**src/rtl/ysyx_220053_pkg.sv**
```systemverilog
// ysyx_220053_pkg: shared types and constants for the pmem arbiter
package ysyx_220053_pkg;
  localparam int XLEN = 64;
  localparam int MASKW = 8;
  typedef enum logic [1:0] {IDLE, REQ, RESP, DONE} arb_state_t;
  localparam logic OWNER_IFU = 1'b0;
  localparam logic OWNER_LSU = 1'b1;
  function automatic logic lsu_wins(input logic ls_v, input logic if_v, input logic at_limit);
    return ls_v & !(at_limit & if_v);
  endfunction
endpackage

```
**src/rtl/ysyx_220053_arb_pick.sv**
```systemverilog
// ysyx_220053_arb_pick: LSU-priority winner select with IFU anti-starvation streak
module ysyx_220053_arb_pick
  import ysyx_220053_pkg::*;
#(
  parameter int unsigned MAX_STREAK = 4
) (
  input  logic clk,
  input  logic rst,
  input  logic en_i,
  input  logic if_valid_i,
  input  logic ls_valid_i,
  output logic grant_if_o,
  output logic grant_ls_o
);
  localparam int W = $clog2(MAX_STREAK + 1);
  localparam logic [W-1:0] LIMIT = W'(MAX_STREAK);
  logic [W-1:0] streak_q, streak_d;
  logic ls_win;
  assign ls_win = lsu_wins(ls_valid_i, if_valid_i, streak_q == LIMIT);
  assign grant_ls_o = en_i & ls_win;
  assign grant_if_o = en_i & if_valid_i & !ls_win;
  // streak counts only LSU wins that made a waiting IFU lose
  always_comb begin
    streak_d = grant_if_o ? '0 :
               grant_ls_o ? (if_valid_i ? (streak_q == LIMIT ? streak_q : streak_q + W'(1)) : '0) :
               streak_q;
  end
  always_ff @(posedge clk) begin
    if (!rst) streak_q <= '0;
    else streak_q <= streak_d;
  end
endmodule

```
**src/rtl/ysyx_220053_mem_arb.sv**
```systemverilog
// ysyx_220053_mem_arb: shares the single pmem port between IFU fetch and LSU load/store
module ysyx_220053_mem_arb
  import ysyx_220053_pkg::*;
#(
  parameter int unsigned MAX_STREAK   = 4,
  parameter int unsigned TIMEOUT_CYCS = 0
) (
  input  logic             clk,
  input  logic             rst,
  input  logic             if_req_valid,
  output logic             if_req_ready,
  input  logic [XLEN-1:0]  if_req_addr,
  output logic             if_rsp_valid,
  output logic [XLEN-1:0]  if_rsp_data,
  output logic             if_rsp_err,
  input  logic             ls_req_valid,
  output logic             ls_req_ready,
  input  logic [XLEN-1:0]  ls_req_addr,
  input  logic             ls_req_wen,
  input  logic [XLEN-1:0]  ls_req_wdata,
  input  logic [MASKW-1:0] ls_req_wmask,
  output logic             ls_rsp_valid,
  output logic [XLEN-1:0]  ls_rsp_rdata,
  output logic             ls_rsp_err,
  output logic             mem_req_valid,
  input  logic             mem_req_ready,
  output logic [XLEN-1:0]  mem_req_addr,
  output logic             mem_req_wen,
  output logic [XLEN-1:0]  mem_req_wdata,
  output logic [MASKW-1:0] mem_req_wmask,
  input  logic             mem_rsp_valid,
  input  logic [XLEN-1:0]  mem_rsp_rdata,
  output logic             busy
);
  arb_state_t state_q;
  logic owner_q, wen_q, err_q, idle, grant_if, grant_ls;
  logic [XLEN-1:0] addr_q, wdata_q, rdata_q;
  logic [MASKW-1:0] wmask_q;
  logic [31:0] cnt_q;
  assign idle = rst & (state_q == IDLE);
  ysyx_220053_arb_pick #(.MAX_STREAK(MAX_STREAK)) u_pick (
    .clk(clk), .rst(rst), .en_i(idle),
    .if_valid_i(if_req_valid), .ls_valid_i(ls_req_valid),
    .grant_if_o(grant_if), .grant_ls_o(grant_ls)
  );
  assign if_req_ready  = grant_if;
  assign ls_req_ready  = grant_ls;
  assign busy          = state_q != IDLE;
  assign mem_req_valid = state_q == REQ;
  assign mem_req_addr  = addr_q;
  assign mem_req_wen   = wen_q;
  assign mem_req_wdata = wdata_q;
  assign mem_req_wmask = wmask_q;
  assign if_rsp_valid  = (state_q == DONE) & (owner_q == OWNER_IFU);
  assign ls_rsp_valid  = (state_q == DONE) & (owner_q == OWNER_LSU);
  assign if_rsp_data   = if_rsp_valid ? rdata_q : '0;
  assign ls_rsp_rdata  = ls_rsp_valid ? rdata_q : '0;
  assign if_rsp_err    = if_rsp_valid & err_q;
  assign ls_rsp_err    = ls_rsp_valid & err_q;
  always_ff @(posedge clk) begin
    if (!rst) begin
      state_q <= IDLE;
      owner_q <= OWNER_IFU;
      addr_q  <= '0;
      wen_q   <= 1'b0;
      wdata_q <= '0;
      wmask_q <= '0;
      rdata_q <= '0;
      err_q   <= 1'b0;
      cnt_q   <= '0;
    end else begin
      case (state_q)
        IDLE: if (grant_ls | grant_if) begin
          state_q <= REQ;
          owner_q <= grant_ls ? OWNER_LSU : OWNER_IFU;
          addr_q  <= grant_ls ? ls_req_addr : if_req_addr;
          wen_q   <= grant_ls & ls_req_wen;
          wdata_q <= grant_ls ? ls_req_wdata : '0;
          wmask_q <= grant_ls ? ls_req_wmask : '0;
        end
        REQ: if (mem_req_ready) begin
          state_q <= RESP;
          cnt_q   <= '0;
        end
        // a response in the handshake cycle is never seen here: it arrives while still in REQ
        RESP: if (mem_rsp_valid) begin
          state_q <= DONE;
          rdata_q <= wen_q ? '0 : mem_rsp_rdata;
          err_q   <= 1'b0;
        end else if (TIMEOUT_CYCS != 0 && cnt_q + 32'd1 == TIMEOUT_CYCS) begin
          state_q <= DONE;
          rdata_q <= '0;
          err_q   <= 1'b1;
        end else cnt_q <= cnt_q + 32'd1;
        DONE: state_q <= IDLE;
        default: state_q <= IDLE;
      endcase
    end
  end
endmodule

```
**config.mk**
```make
export PLATFORM = sky130hd
export DESIGN_NAME = ysyx_220053_mem_arb
export DESIGN_NICKNAME = d
export VERILOG_FILES = /design/src/rtl/ysyx_220053_pkg.sv /design/src/rtl/ysyx_220053_arb_pick.sv /design/src/rtl/ysyx_220053_mem_arb.sv
export SDC_FILE = /design/constraint.sdc
export NUM_CORES = 1
export LEC_CHECK = 0
export ABC_AREA = 1
export BUFFER_PORTS_ARGS = -buffer_cell sky130_fd_sc_hd__buf_4
export CAP_MARGIN = 20
export CORE_AREA = 4 4 210 212
export DETAILED_ROUTE_END_ITERATION = 8
export DIE_AREA = 0 0 214 216
export PLACE_DENSITY_LB_ADDON = 0.15
export RECOVER_POWER = 50
export SLEW_MARGIN = 20
export SYNTH_ARGS = -nofsm -noshare
export SYNTH_HDL_FRONTEND = slang
export SYNTH_HIERARCHICAL = 1
export SYNTH_SLANG_ARGS = --single-unit
```
**constraint.sdc**
```tcl
create_clock -name clk -period 2.31 [get_ports clk]
set_clock_uncertainty 0.05 [all_clocks]
set_input_delay 0.3465 -clock clk [delete_from_list [all_inputs] [get_ports clk]]
set_output_delay 0.3465 -clock clk [all_outputs]
set_load 0.01 [all_outputs]
```
# == Word level (Yosys, flattened, before mapping) ==
# Cells that the tools add are included.
# word_totals
word_cells,51
out_inout_bits,273
regBits,207
input_bits,271
# op_classes
n_eq_ne,8
reduce_logical,9
n_addsub,1
bitwise,12
mux,13
# op_table
cell,count
64-bit 2-to-1 mux,5
1-bit AND,9
8-bit 2-to-1 mux,1
2-bit case mux with 4 select lines,1
2-bit 2-to-1 mux,3
3-bit 2-to-1 mux,2
2-bit AND reduction,3
"2-bit == test, second input constant",2
"2-bit by 1-bit != test with 1-bit output, second input constant",2
"2-bit != test, second input constant",2
"3-bit by 1-bit adder with 3-bit output, second input constant",1
"3-bit == test, second input constant",1
3-bit AND reduction,1
"2-bit by 1-bit == test with 1-bit output, second input constant",1
1-bit logical NOT,2
2-bit logical NOT,1
1-bit inverter,2
2-bit nonzero test,1
2-bit OR reduction,1
1-bit 2-to-1 mux,1
1-bit OR,1

# == Depth between registers and ports, before layout ==
# logic_depth
word_depth,9
ltp_mapped,15
ltp_nobuf,14

# == By module ==
# The synthesis kept the hierarchy.
# modules_own_cells
module,cells_per_inst,area_per_inst_um2,seq_area_each_um2,instances
ysyx_220053_mem_arb,1271,8818.5,4083.9,1
ysyx_220053_arb_pick,32,210.2,60.1,1

# == Least setup slack after synthesis ==
# No wires, ideal clock.
# synth_path
path_type,reg-to-reg
from,register state_q[0]
to,register addr_q[20] (netlist: mem_req_addr[20])
slack_ps,340
path_buffers,3
stages_incl_launch_ff,15
required_time_ps,2144
arrival_ps,1804
synth_period_minus_slack_ps,1970
setup_ps,116
cell_sequence,dfxtp_1 > inv_1 > ha_1 > nand2_1 > inv_1 > nand3_2 > inv_1 > buf_4 > nor2_4 > nor2_2 > inv_2 > buf_4 > buf_4 > nor2_1 > nor2_1
# synth_via
word_cells_on_any_way,8
classes_between,mux: 1; bitwise: 5; reduce/logical: 2
# synth_rtl
item,line,source
start: declaration,ysyx_220053_mem_arb.sv:35,arb_state_t state_q;
start signal: assignment,ysyx_220053_mem_arb.sv:62,state_q <= IDLE;
start signal: assignment,ysyx_220053_mem_arb.sv:74,state_q <= REQ;
start signal: assignment,ysyx_220053_mem_arb.sv:82,state_q <= RESP;
2-bit logical NOT (*),ysyx_220053_mem_arb.sv:40,assign idle = rst & (state_q == IDLE);
1-bit AND (*),ysyx_220053_mem_arb.sv:40,
via idle,ysyx_220053_mem_arb.sv:36,"logic owner_q, wen_q, err_q, idle, grant_if, grant_ls;"
1-bit AND (*),ysyx_220053_arb_pick.sv:20,assign grant_ls_o = en_i & ls_win;
via ls_req_ready,ysyx_220053_mem_arb.sv:17,"output logic ls_req_ready,"
1-bit OR,ysyx_220053_mem_arb.sv:73,IDLE: if (grant_ls | grant_if) begin
2-bit AND reduction (no source line),-,
end signal: assignment,ysyx_220053_mem_arb.sv:76,addr_q <= grant_ls ? ls_req_addr : if_req_addr;
end: declaration,ysyx_220053_mem_arb.sv:37,"logic [XLEN-1:0] addr_q, wdata_q, rdata_q;"
# Mark *: on every way through the listed nets, which the timed path passes. The rest lies on a longest branch.
# A chain may end at the register's enable or synchronous reset.

# == Final worst setup path ==
# layout_path
from,register state_q[0]
to,output port if_rsp_data[36]
# layout_via
elab_chain_len,3
# layout_rtl
item,line,source
2-bit == test,ysyx_220053_mem_arb.sv:54,assign if_rsp_valid = (state_q == DONE) & (owner_q == OWNER_IFU);
1-bit AND,ysyx_220053_mem_arb.sv:54,
64-bit 2-to-1 mux,ysyx_220053_mem_arb.sv:56,assign if_rsp_data = if_rsp_valid ? rdata_q : '0;
end: declaration,ysyx_220053_mem_arb.sv:14,"output logic [XLEN-1:0] if_rsp_data,"
# No other way between the ends.

==> results.sh <==
export IMPL_syn_area_um2=9030
export IMPL_ys_seq_elements=207
export IMPL_area_delta_synth_final_pct=66.9
export IMPL_die_w_um=214
export IMPL_fin_crit_ns=2.20
export IMPL_seq_area_frac_synth_pct=45.9
export IMPL_power_frac_seq_pct=34.7
export IMPL_crit_path_start_kind="flop"
export IMPL_cp_max_fo=18
export IMPL_avgSynthCellArea_um2=6.93
export IMPL_dieArea_um2=46200
export IMPL_clock_sinks=207
export IMPL_drive_gt1_share_pct=28.9
export IMPL_peakVddDrop_uv=505
export IMPL_hold_class="primary input to flop"
export IMPL_start_util_pct=21.5
export IMPL_root_buffer="clkbuf_16"
export IMPL_relSlewSlack_pct=55.8
export IMPL_worst_slew_pin_slew_ns=0.662
export IMPL_leakagePower_nw=6.59
export IMPL_nets=2153
export IMPL_place_gp_congestion=0.830
export IMPL_drt_initial_drc_count=369
export IMPL_critPathArrivalTime_ns=1.81
export IMPL_critPathRequiredTime_ns=1.91
export IMPL_syn_inst=1303
export IMPL_via_per_inst=4.28
export IMPL_grt_overflow_total=0
export IMPL_die_h_um=216
export IMPL_status="finished clean"
export IMPL_finalCritPeriodShare_pct=95.4
export IMPL_grt_pass1_vias=10300
export IMPL_switchingPower_mw=4.53
export IMPL_synth_top_area_share_pct=45.9
export IMPL_fillers=4617
export IMPL_dr_total_vias=10400
export IMPL_hold_viol=0
export IMPL_wl_um=39600
export IMPL_maxCapViolations=0
export IMPL_p_int_mw=8.52
export IMPL_pwr_share_comb_pct=33.1
export IMPL_drv_slew=0
export IMPL_ys_warn_count=6
export IMPL_clk_pin_slew_ns=0.06
export IMPL_fp_row_count=75
export IMPL_portBuffers=541
export IMPL_design_core_area_um2=41900
export IMPL_fmax_mhz=454
export IMPL_final_util_pct=35.9
export IMPL_place_ws_ns=0.133
export IMPL_synth_top_area_cell="dfxtp_1"
export IMPL_grtUsageTotal_pct=16.1
export IMPL_dpl_hpwl_um=28500
export IMPL_h_tree_depth=1
export IMPL_detail_route_first_pass_iterations=4
export IMPL_crit_type="flop to primary output"
export IMPL_clkPwrFrac_pct=32.2
export IMPL_wl_per_cell_um=16.3
export IMPL_synth_area_top_cells="dfxtp_1 46%, nor2_1 11%, nand2_1 9.6%, a21oi_1 7.8%, o21ai_0 6.9%"
export IMPL_insertion_delay_ns=0.53
export IMPL_antenna_found_initial=2
export IMPL_endpoint_kind="primary output"
export IMPL_clk_path_buf_depth=3
export IMPL_power_density_nw_per_um2=866
export IMPL_cts_tree="yes"
export IMPL_antenna_left=0
export IMPL_cts_buffers=26
export IMPL_finalSetupViolations=0
export IMPL_ys_types=22
export IMPL_swShare_pct=34.7
export IMPL_grt_max_degree=73
export IMPL_rsz0062_at_grt="yes"
export IMPL_route_detailed_drc=0
export IMPL_setup_ws_ns=0.106
export IMPL_io_pins=544
export IMPL_grt_first_pass_wirelength_um=60300
cell families after synthesis:
| kind of cell | Yosys count | synth area share (%) |
|---|---|---|
| AO/OA/AOI/OAI | 333 | 20.2 |
| adder cells (fa/ha/maj) | 7 | 0.970 |
| buffers and inverters | 250 | 11.5 |
| flip-flops | 207 | 45.9 |
| other | 1 | 0.0415 |
| AND/OR/NAND/NOR | 505 | 21.4 |
metrics by stage:
step | std cells | instance area [µm²] | total power [mW] | hold WS [ns] | setup TNS [ns]
after floorplan | 1304 | 9030 | 6.85 | 0.403 | 0
after global placement | 2314 | 13700 | 8.87 | 0.397 | 0
after detailed placement | 2314 | 13700 | 8.90 | 0.405 | 0
after CTS | 2431 | 15400 | 13.5 | 0.000142 | 0
after global routing | 2434 | 15100 | 13.9 | 0.0204 | -0.0490
final | 2434 | 15100 | 13.1 | 0.0450 | 0
layer usage:
layer	vias to the layer above	global-route usage [%]	wire length, µm
met5	-	0	13
met3	49	5.08	3060
li1	5274	-	-
met1	4720	19.2	16500
met4	2	4.86	1000
met2	373	27.8	19000
layout by cell type (no fill, tap or decap), types with 2 or more instances in the layout:
master and count:
a211oi_1 64, a21oi_1 140, buf_12 12, buf_16 2
buf_4 439, buf_6 5, bufbuf_16 2, bufinv_16 3
clkbuf_1 124, clkbuf_16 28, clkbuf_8 4, clkinv_2 7
clkinv_4 2, conb_1 2, dfxtp_1 204, dfxtp_2 3
dlygate4sd3_1 61, ha_1 5, ha_4 2, inv_1 141
inv_2 4, inv_4 3, inv_6 2, nand2_1 228
nand4_1 4, nor2_1 243, nor2_2 21, nor2_4 4
o21ai_0 124, o21ai_1 4
sequential cells by signal, indices dropped and copies added (netlist names):
register,flops
mem_req_wen,1
u_pick/streak_q,3
state_q,2
mem_req_wmask,8
owner_q,1
mem_req_addr,64
mem_req_wdata,64
rdata_q,64
worst max-delay path, stage by stage, from the launching register on:
cell	delay, ns
dfxtp_2	0.33
buf_6	0.11
ha_4	0.14
inv_2	0.04
nor2_4	0.17
inv_8	0.09
buf_16	0.17
nor2_1	0.09
buf_4	0.13
synth_stat cells:
cell type,count
buf_4,14
ha_1,7
inv_1,146
a31oi_1,1
a21oi_1,140
dfxtp_1,207
nand3_2,2
nand2_1,230
nand3_1,1
a211oi_1,64
clkbuf_1,51
inv_2,4
buf_6,1
o21ai_0,124
buf_1,4
nor2_4,1
conb_1,1
nor2_2,1
nor2_1,266
o21ai_1,4
nand4_1,4
buf_2,30
power by group through the flow:
stage          sequential [mW]  clock [mW]  combinational, mW
2_1_floorplan             4.76           0               2.09
3_3_place_gp              4.58           0               4.29
3_5_place_dp              4.59           0               4.31
4_1_cts                   4.53        4.39               4.60
5_1_grt                   4.61        4.51               4.82
6_report                  4.53        4.20               4.32
final cells by class:
cell class	count	area [µm²]	share of cell area (%)
repair buffers	642	4800	31.8
flip-flops and latches	207	4150	27.5
multi-input cells	847	3970	26.3
clock buffers	35	746	4.95
well taps	539	674	4.47
inverters	150	586	3.89
clock inverters	12	143	0.946
repair inverters	1	6.26	0.0415
diodes	1	2.50	0.0166
path summary, 6_finish.rpt:
path                      start                end  slack [ns]  depth (start not counted)
max                  state_q[0]    if_rsp_data[36]        0.11                          8
min reg2reg   mem_req_wdata[49]  mem_req_wdata[49]        0.41                          2
max reg2reg  u_pick/streak_q[0]  mem_req_wdata[28]        0.25                         12
min            ls_req_wdata[61]  mem_req_wdata[61]        0.05                          3
timing repair:
item	4_1_cts	5_1_grt
pin swaps	1	1
setup buffers	5	0
cloned	4	2
setup endpoints to repair	65	176
hold buffers	61	0
endpoints found under the hold margin	61	0
gates resized for setup	13	36
(Power assumes the default switching activity.)
